--- config.mk ---
export PLATFORM = sky130hd
export DESIGN_NAME = prescaler_div
export DESIGN_NICKNAME = d
export VERILOG_FILES = /design/src/rtl/prescaler_lib.sv /design/src/rtl/prescaler_div_ch.sv /design/src/rtl/prescaler_div.sv
export SDC_FILE = /design/constraint.sdc
export NUM_CORES = 1
export LEC_CHECK = 0
export CORE_MARGIN = 2
export CORE_UTILIZATION = 60
export DETAILED_ROUTE_END_ITERATION = 16
export PLACE_DENSITY = 0.84
export SLEW_MARGIN = 15
export SYNTH_ARGS = -nofsm -noshare
export SYNTH_HDL_FRONTEND = slang
export SYNTH_SLANG_ARGS = --single-unit
--- constraint.sdc ---
create_clock -name clk -period 3.1 [get_ports clk]
set_input_delay 0.62 -clock clk [delete_from_list [all_inputs] [get_ports clk]]
set_output_delay 0.62 -clock clk [all_outputs]
set_load 0.02 [all_outputs]
--- src/rtl/prescaler_lib.sv ---
// Shared definitions for the programmable prescaler.
// Provides the default divisor width/value, the divisor type and a helper
// that sizes the channel-select field of the configuration port.
package prescaler_lib;

  localparam int unsigned DIV_WIDTH   = 16;
  localparam int unsigned DEFAULT_DIV = 9;

  typedef bit [DIV_WIDTH-1:0] Div_t;

  // Width of a channel index; never narrower than one bit.
  function automatic int unsigned ch_idx_w(input int unsigned ch_num);
    return (ch_num > 1) ? $clog2(ch_num) : 1;
  endfunction

endpackage

--- src/rtl/prescaler_div_ch.sv ---
// One prescaler channel: down-counter with reload, shadow divisor and
// registered tick / square outputs.
// Ports:
//   clk, rst_n  clock and asynchronous active-low reset
//   i_act       count enable for this cycle (already cascade-qualified)
//   i_clr       synchronous restart of the current period
//   i_wr        accepted configuration write strobe
//   i_wdata     new divisor for the shadow register
//   o_pend      shadow divisor waiting for the next period boundary
//   o_tick      one-cycle pulse at the end of each period
//   o_sq        toggles on every tick
module prescaler_div_ch #(
  parameter int unsigned DIV_WIDTH   = prescaler_lib::DIV_WIDTH,
  parameter int unsigned DEFAULT_DIV = prescaler_lib::DEFAULT_DIV
) (
  input  logic                 clk,
  input  logic                 rst_n,
  input  logic                 i_act,
  input  logic                 i_clr,
  input  logic                 i_wr,
  input  logic [DIV_WIDTH-1:0] i_wdata,
  output logic                 o_pend,
  output logic                 o_tick,
  output logic                 o_sq
);

  localparam logic [DIV_WIDTH-1:0] RST_DIV = DIV_WIDTH'(DEFAULT_DIV);

  logic [DIV_WIDTH-1:0] r_cnt;
  logic [DIV_WIDTH-1:0] r_reload;
  logic [DIV_WIDTH-1:0] r_shadow;
  logic                 r_pend;
  logic                 r_tick;
  logic                 r_sq;

  logic [DIV_WIDTH-1:0] w_cnt_nxt;
  logic [DIV_WIDTH-1:0] w_reload_nxt;
  logic [DIV_WIDTH-1:0] w_shadow_nxt;
  logic                 w_pend_nxt;
  logic                 w_tick_nxt;
  logic                 w_sq_nxt;
  logic [DIV_WIDTH-1:0] w_apply;

  // Divisor for the next period: a pending shadow wins over the old reload.
  assign w_apply = r_pend ? r_shadow : r_reload;

  // Next-state: clr > terminal > decrement > hold, then config write.
  always_comb begin
    w_cnt_nxt    = r_cnt;
    w_reload_nxt = r_reload;
    w_shadow_nxt = r_shadow;
    w_pend_nxt   = r_pend;
    w_tick_nxt   = 1'b0;
    w_sq_nxt     = r_sq;

    if (i_clr) begin
      w_cnt_nxt    = w_apply;
      w_reload_nxt = w_apply;
      w_pend_nxt   = 1'b0;
    end else if (i_act) begin
      if (r_cnt == '0) begin
        w_tick_nxt   = 1'b1;
        w_sq_nxt     = ~r_sq;
        w_cnt_nxt    = w_apply;
        w_reload_nxt = w_apply;
        w_pend_nxt   = 1'b0;
      end else begin
        w_cnt_nxt = r_cnt - DIV_WIDTH'(1);
      end
    end

    // Strobe is only raised while pend is clear, so it never races an apply.
    if (i_wr) begin
      w_shadow_nxt = i_wdata;
      w_pend_nxt   = 1'b1;
    end
  end

  // State registers.
  always_ff @(posedge clk or negedge rst_n) begin
    if (!rst_n) begin
      r_cnt    <= RST_DIV;
      r_reload <= RST_DIV;
      r_shadow <= RST_DIV;
      r_pend   <= 1'b0;
      r_tick   <= 1'b0;
      r_sq     <= 1'b0;
    end else begin
      r_cnt    <= w_cnt_nxt;
      r_reload <= w_reload_nxt;
      r_shadow <= w_shadow_nxt;
      r_pend   <= w_pend_nxt;
      r_tick   <= w_tick_nxt;
      r_sq     <= w_sq_nxt;
    end
  end

  assign o_pend = r_pend;
  assign o_tick = r_tick;
  assign o_sq   = r_sq;

endmodule

--- src/rtl/prescaler_div.sv ---
// Multi-channel programmable clock-enable prescaler.
// Each channel divides clk by (div+1), producing a registered tick and a
// square wave. Divisor writes go through a valid/ready port into a shadow
// register that is applied at the next period boundary or clr.
// Ports:
//   clk, rst_n  clock and asynchronous active-low reset
//   en          per-channel count enable
//   clr         per-channel synchronous restart
//   cfg_valid   config write request
//   cfg_ready   write accepted when high with cfg_valid (combinational)
//   cfg_ch      target channel; out-of-range writes are dropped
//   cfg_div     new divisor
//   pend        per-channel shadow-pending flags
//   tick        per-channel one-cycle period pulse
//   sq          per-channel square output
module prescaler_div #(
  parameter int unsigned CH_NUM      = 4,
  parameter int unsigned DIV_WIDTH   = prescaler_lib::DIV_WIDTH,
  parameter int unsigned DEFAULT_DIV = prescaler_lib::DEFAULT_DIV,
  parameter int unsigned CASCADE     = 0
) (
  input  logic                                       clk,
  input  logic                                       rst_n,
  input  logic [CH_NUM-1:0]                          en,
  input  logic [CH_NUM-1:0]                          clr,
  input  logic                                       cfg_valid,
  output logic                                       cfg_ready,
  input  logic [prescaler_lib::ch_idx_w(CH_NUM)-1:0] cfg_ch,
  input  logic [DIV_WIDTH-1:0]                       cfg_div,
  output logic [CH_NUM-1:0]                          pend,
  output logic [CH_NUM-1:0]                          tick,
  output logic [CH_NUM-1:0]                          sq
);

  localparam int unsigned CH_W = prescaler_lib::ch_idx_w(CH_NUM);

  logic              w_ready;
  logic [CH_NUM-1:0] w_wr;
  logic [CH_NUM-1:0] w_act;

  // Ready mirrors the addressed channel's free shadow; unknown channels
  // stay ready so a stray write is swallowed instead of stalling.
  always_comb begin
    w_ready = 1'b1;
    for (int i = 0; i < int'(CH_NUM); i++) begin
      if (cfg_ch == CH_W'(i)) begin
        w_ready = ~pend[i];
      end
    end
  end

  assign cfg_ready = w_ready;

  for (genvar i = 0; i < int'(CH_NUM); i++) begin : g_ch
    assign w_wr[i] = cfg_valid & w_ready & (cfg_ch == CH_W'(i));

    // Cascaded stages advance on the previous stage's registered tick.
    if ((CASCADE != 0) && (i > 0)) begin : g_casc
      assign w_act[i] = en[i] & tick[i-1];
    end else begin : g_ind
      assign w_act[i] = en[i];
    end

    prescaler_div_ch #(
      .DIV_WIDTH   (DIV_WIDTH),
      .DEFAULT_DIV (DEFAULT_DIV)
    ) u_ch (
      .clk     (clk),
      .rst_n   (rst_n),
      .i_act   (w_act[i]),
      .i_clr   (clr[i]),
      .i_wr    (w_wr[i]),
      .i_wdata (cfg_div),
      .o_pend  (pend[i]),
      .o_tick  (tick[i]),
      .o_sq    (sq[i])
    );
  end

endmodule

**After elaboration in Yosys (flattened, before gate mapping)**

Cells that the tools add are included.

- $add $sub $neg: 4
- Equality and inequality tests: 3
- Mux-type cells: 60
- Bitwise logic cells: 17
- Reductions and logical operators: 33

Operators by type and width:

| kind | number |
|---|---|
| $mux 16 | 28 |
| $logic_not 16->1 | 4 |
| $sub 16x1->16 const B | 4 |
| $mux 1 | 32 |
| $reduce_bool 3->1 | 8 |
| $reduce_and 2->1 | 8 |
| $reduce_bool 2->1 | 8 |
| $not 1->1 | 12 |
| $reduce_and 3->1 | 4 |
| $and 1x1->1 | 5 |
| $eq 2x2->1 const B | 2 |
| $eq 2x1->1 const B | 1 |
| $logic_not 2->1 | 1 |

- Flip-flop bits (word level): 204
- Input bits: 29

**Longest topological paths before layout**

Gate-level depths: netlist (run 1).

- Word-level depth: 9
- Depth in mapped cells: 10

**Modules after synthesis**

Synthesis (run 1) repeated with hierarchy kept, for this count alone.

- Cells, all modules: 881
- Area total of the unflattened synthesis: 10656.5 um2

By module, submodules not included:

| module | times used | cells each | area each (um2) | seq. area each (um2) |
|---|---|---|---|---|
| prescaler_div_ch at g_ch[2].u_ch ... | 2 | 229 | 2750.1 | 1283.7 |
| prescaler_div_ch at g_ch[0].u_ch ... | 2 | 208 | 2547.4 | 1283.7 |
| prescaler_div | 1 | 7 | 61.3 | 0.0 |

**Worst setup path before layout (run 1)**

OpenSTA, ideal clock, no wires.

- Path kind: input to register
- Start point: input cfg_ch[0] in the netlist's numbering
- End point: register g_ch[2].u_ch.r_shadow[10]
- Setup time: 0.125 ns
- Arrival time: 2.140 ns
- Required time: 2.975 ns
- Setup slack: 0.836 ns
- Cell stages on the path: 4
- Path buffers: 2
- Path through: clkbuf_1 nor3_1 clkbuf_1 mux2_2

- Longest elaborated chain between the ends: 7
- Elaborated cells between the ends (all ways): 10
- Classes of those cells: 3 x eq/ne; 4 x mux; 2 x bitwise; 1 x reduce/logical

Ends and longest elaborated chain:

| element | line | source |
|---|---|---|
| from (decl) | prescaler_div.sv:28 | `input logic [prescaler_lib::ch_idx_w(CH_NUM)-1:0] cfg_ch,` |
| $logic_not 2->1 | prescaler_div.sv:46 | `if (cfg_ch == CH_W'(i)) begin` |
| $mux 1 (4 in a row) | prescaler_div.sv:46 |  |
| $and 1x1->1 | prescaler_div.sv:55 | `assign w_wr[i] = cfg_valid & w_ready & (cfg_ch == CH_W'(i));` |
| $and 1x1->1 * | prescaler_div.sv:55 |  |
| to (signal assigned) | prescaler_div_ch.sv:91 | `r_shadow <= w_shadow_nxt;` |
| to (decl) | prescaler_div_ch.sv:31 | `logic [DIV_WIDTH-1:0] r_shadow;` |

Every way passes the cells marked *; elsewhere a longest branch is shown, timed or not.
A chain may end at the register's enable or synchronous reset.

**Worst setup path in the final report (run 1)**

- Start point: input cfg_ch[0] in the netlist's numbering
- End point: output cfg_ready

- Longest elaborated chain between the ends: 5
- Elaborated cells between the ends (all ways): 8
- Classes of those cells: 3 x eq/ne; 4 x mux; 1 x reduce/logical

Ends and longest elaborated chain:

| element | line | source |
|---|---|---|
| $logic_not 2->1 | prescaler_div.sv:46 |  |
| $mux 1 (3 in a row) | prescaler_div.sv:46 |  |
| $mux 1 * | prescaler_div.sv:46 |  |
| to (decl) | prescaler_div.sv:27 | `output logic cfg_ready,` |

Marks and branches as above.

==> results of run 1 <==
[cell usage in the layout, fill, tap and decap left out, types with 18 or more instances in the layout]
master / Yosys / final
mux2i_1: 60 / 60
o21ai_0: 33 / 33
o22ai_1: 26 / 26
dfrtp_1: 180 / 180
buf_4: 13 / 28
nor3_1: 31 / 30
nor2_1: 36 / 36
clkbuf_16: 0 / 23
nand3_1: 18 / 18
a22oi_1: 20 / 20
a21oi_1: 31 / 31
inv_1: 22 / 22
mux2_2: 125 / 125
clkdlybuf4s50_1: 0 / 40
nand2_1: 19 / 19
dfstp_2: 24 / 24
[through the flow]
step / std cells / instance area [sq um] / hold WS [ps] / setup slack, ps
finish: 1150 / 11700 / 153 / 76.8
global route: 1150 / 11700 / 211 / 38.3
CTS: 1150 / 11700 / 185 / 71.7
detailed placement: 1110 / 11000 / 464 / 71.7
global placement: 1110 / 11000 / 455 / 60.4
floorplan: 880 / 10300 / 324 / 836
[power breakdown]
group / switching [W] / internal [W]
clock: 0.00107 / 0.00168
combinational: 0.00102 / 0.00117
sequential: 0.000768 / 0.00362
[layout make-up]
class	instances	area share (%)
sequential	204	43.8
inverter	22	0.704
clock buffer	30	5.38
clock inverter	10	1.18
tap	220	2.35
multi-input combinational	593	41.0
timing repair buffer	71	5.66
[worst min path at each step]
stage | start | to | depth (start not counted)
finish | rst_n | g_ch[1].u_ch.r_cnt[12] | 1
global route | rst_n | g_ch[1].u_ch.r_cnt[10] | 1
CTS | rst_n | g_ch[1].u_ch.r_cnt[10] | 1
detailed placement | g_ch[2].u_ch.o_sq | g_ch[2].u_ch.o_sq | 1
global placement | g_ch[0].u_ch.o_sq | g_ch[0].u_ch.o_sq | 1
floorplan | rst_n | g_ch[0].u_ch.o_pend | 0
[logic make-up after synthesis]
group                    after synthesis
AND/OR/NAND/NOR                      199
adder cells (fa/ha/maj)                8
multiplexers                         196
buffers and inverters                 83
flip-flops                           204
AO/OA/AOI/OAI                        186
XOR/XNOR                               4
[flip-flops by register name, summed over array words and instances (netlist names)]
| signal | flops |
|---|---|
| g_ch.u_ch.o_pend | 4 |
| g_ch.u_ch.r_reload | 64 |
| g_ch.u_ch.r_cnt | 64 |
| g_ch.u_ch.r_shadow | 64 |
| g_ch.u_ch.o_tick | 4 |
| g_ch.u_ch.o_sq | 4 |
[worst register-to-register path, stage by stage (launching register included)]
cell and delay (ps):
dfrtp_1 440, nor4_2 580, nand4_1 250, o21ai_2 380, nand2_2 370, mux2_2 400
[routing by layer]
layer  vias to the layer above  track usage (%)
met4                         0             7.29
met2                       230             43.4
met1                      3668             36.0
met3                        47             2.82
met5                         -                0
li1                       3388                -
==> results.cfg, run 1 <==
[finish]
register_area_sq_um = 5130
syn2layout_area_growth_pct = 13.8
multi_input_area_sq_um = 4810
layout-drive-gt1-share_pct = 27.3
fillCellCount = 1164
nNetsFinal = 951
n_antenna_cell = 0
final_util_pct = 70.3

[floorplanning]
die_w_microns = 135
die_y_microns = 135
start_util_pct = 61.7
die_area_sq_um = 18200
core_sq_um = 16700
rows = 47
ios = 42

[worst_setup_path]
setup.worst_path.start = cfg_ch[0]
r2r-end = g_ch[2].u_ch.r_reload[9]
cpPeakStageDelay_ps = 600
r2r-start = g_ch[2].u_ch.r_cnt[7]
cp_slowest_cell = clkdlybuf4s50_1
end_kind = output pin
criticalPathCategory = input pin to output pin
cp.required_ps = 2480
worst_setup_path_start_kind = input pin
crit_fanout = 2
rr_worst_depth = 5
critPathTopFamily = buffers and inverters
worst-path-stages = 4
path_buf_inv = 3
cp_common_cell = clkdlybuf4s50_1
reg2reg_slack_ps = 550
crit_chain = clkdlybuf4s50_1 -> mux4_2 -> inv_1 -> clkdlybuf4s50_1
endpoint = cfg_ready
worst_ep_arrival_time_ps = 2400

[route]
wirelength_met1_mm = 10.4
vias = 7333
routed.top_layer = met4
routed-wl-met3_mm = 1.07
initialDrtViolationCount = 735
drt-total-wl_mm = 23.3
dr.pass1.iters = 5
routedWlPerCell_microns = 20.3
viasPerCell = 6.38
wl_met2_mm = 11.3
drc = 0
ant_nets = 0

[synthesis]
synth_fa_ha_area_share_pct = 0.971
ys_types = 72
ys_seq_elements = 204
synth.largest_area_cell = dfrtp_1
synth_xor_area_share_pct = 0.340
netlist_instances = 880
synth_most_common_cell = dfrtp_1
async_reset_ff_share_pct = 100
yosysWarnings = 0
netlist.area_leader.share_pct = 43.7
synth_nets = 917
synth_commonest_cells = dfrtp_1 (180), mux2_2 (125), mux2i_1 (60), nor2_1 (36), clkbuf_1 (35)
muxShareOfSynthArea_pct = 21.2
synth_top_family_by_area = multiplexers
syn-cell-area_sq_um = 10300
ys.flop_type = dfrtp_1
synth-simple-area-share_pct = 11.6
seq_area_frac_synth_pct = 49.8
synthTopCellsByArea = dfrtp_1 (44%), mux2_2 (14%), dfstp_2 (6.1%)
synth_compound_area_share_pct = 12.3
synth_edf_count = 0
syn_avg_cell_area_sq_um = 11.7

[timing]
timing.final.max_slew_violations = 0
max-slew-margin-rel_pct = 49.5
tns_ps = 0
period_minus_slack_ps = 3020
rsz0062_at_grt = false
finClkSkew_ps = 6.37
max_freq_mhz = 331
finalSetupViolations = 0
worstMarginPinSlew_ps = 748
fin_crit_sh_pct = 97.5
finalHoldViolCount = 0

[cts]
cts_root_buffer = clkbuf_16
cts_tree = built
cts_resized = 0
cts_buffer_depth = 3
insertion_delay_ps = 500
cts.sinks = 204
clk_pin_slew_ps = 60
cts_hold_buf = 0
cts_buffers = 22
postCtsSetupBuffers = 0
cts_htree_levels = 1

[power_and_ir_drop]
p_total_w = 0.00933
power_leakage_nw = 4.79
powerDensity_nw_per_um2 = 796
peakVddDrop_v = 0.000461

[global_routing]
grt_overflow = 0
antenna_found_initial = 0
grt_usage_pct = 25.9
grt_pass1_wl_mm = 37.8
grt_max_degree = 85
grt_pass1_vias = 7393

[job]
maxCapViolCount = 0

[status]
status = finished, final reports clean

[place]
portBuffers = 41
gp_congestion = 0.948
dp_hpwl_mm = 15.3

[hold_path]
hold_path_class = input pin to async pin
Power figures use the tool's default switching activity.
==> inputs of run 2 (changes only) <==
- HOLD_SLACK_MARGIN: not set -> 0.08
==> results of run 2 <==
Same layout as run 1: the final DEF is identical, and so are final timing and power.
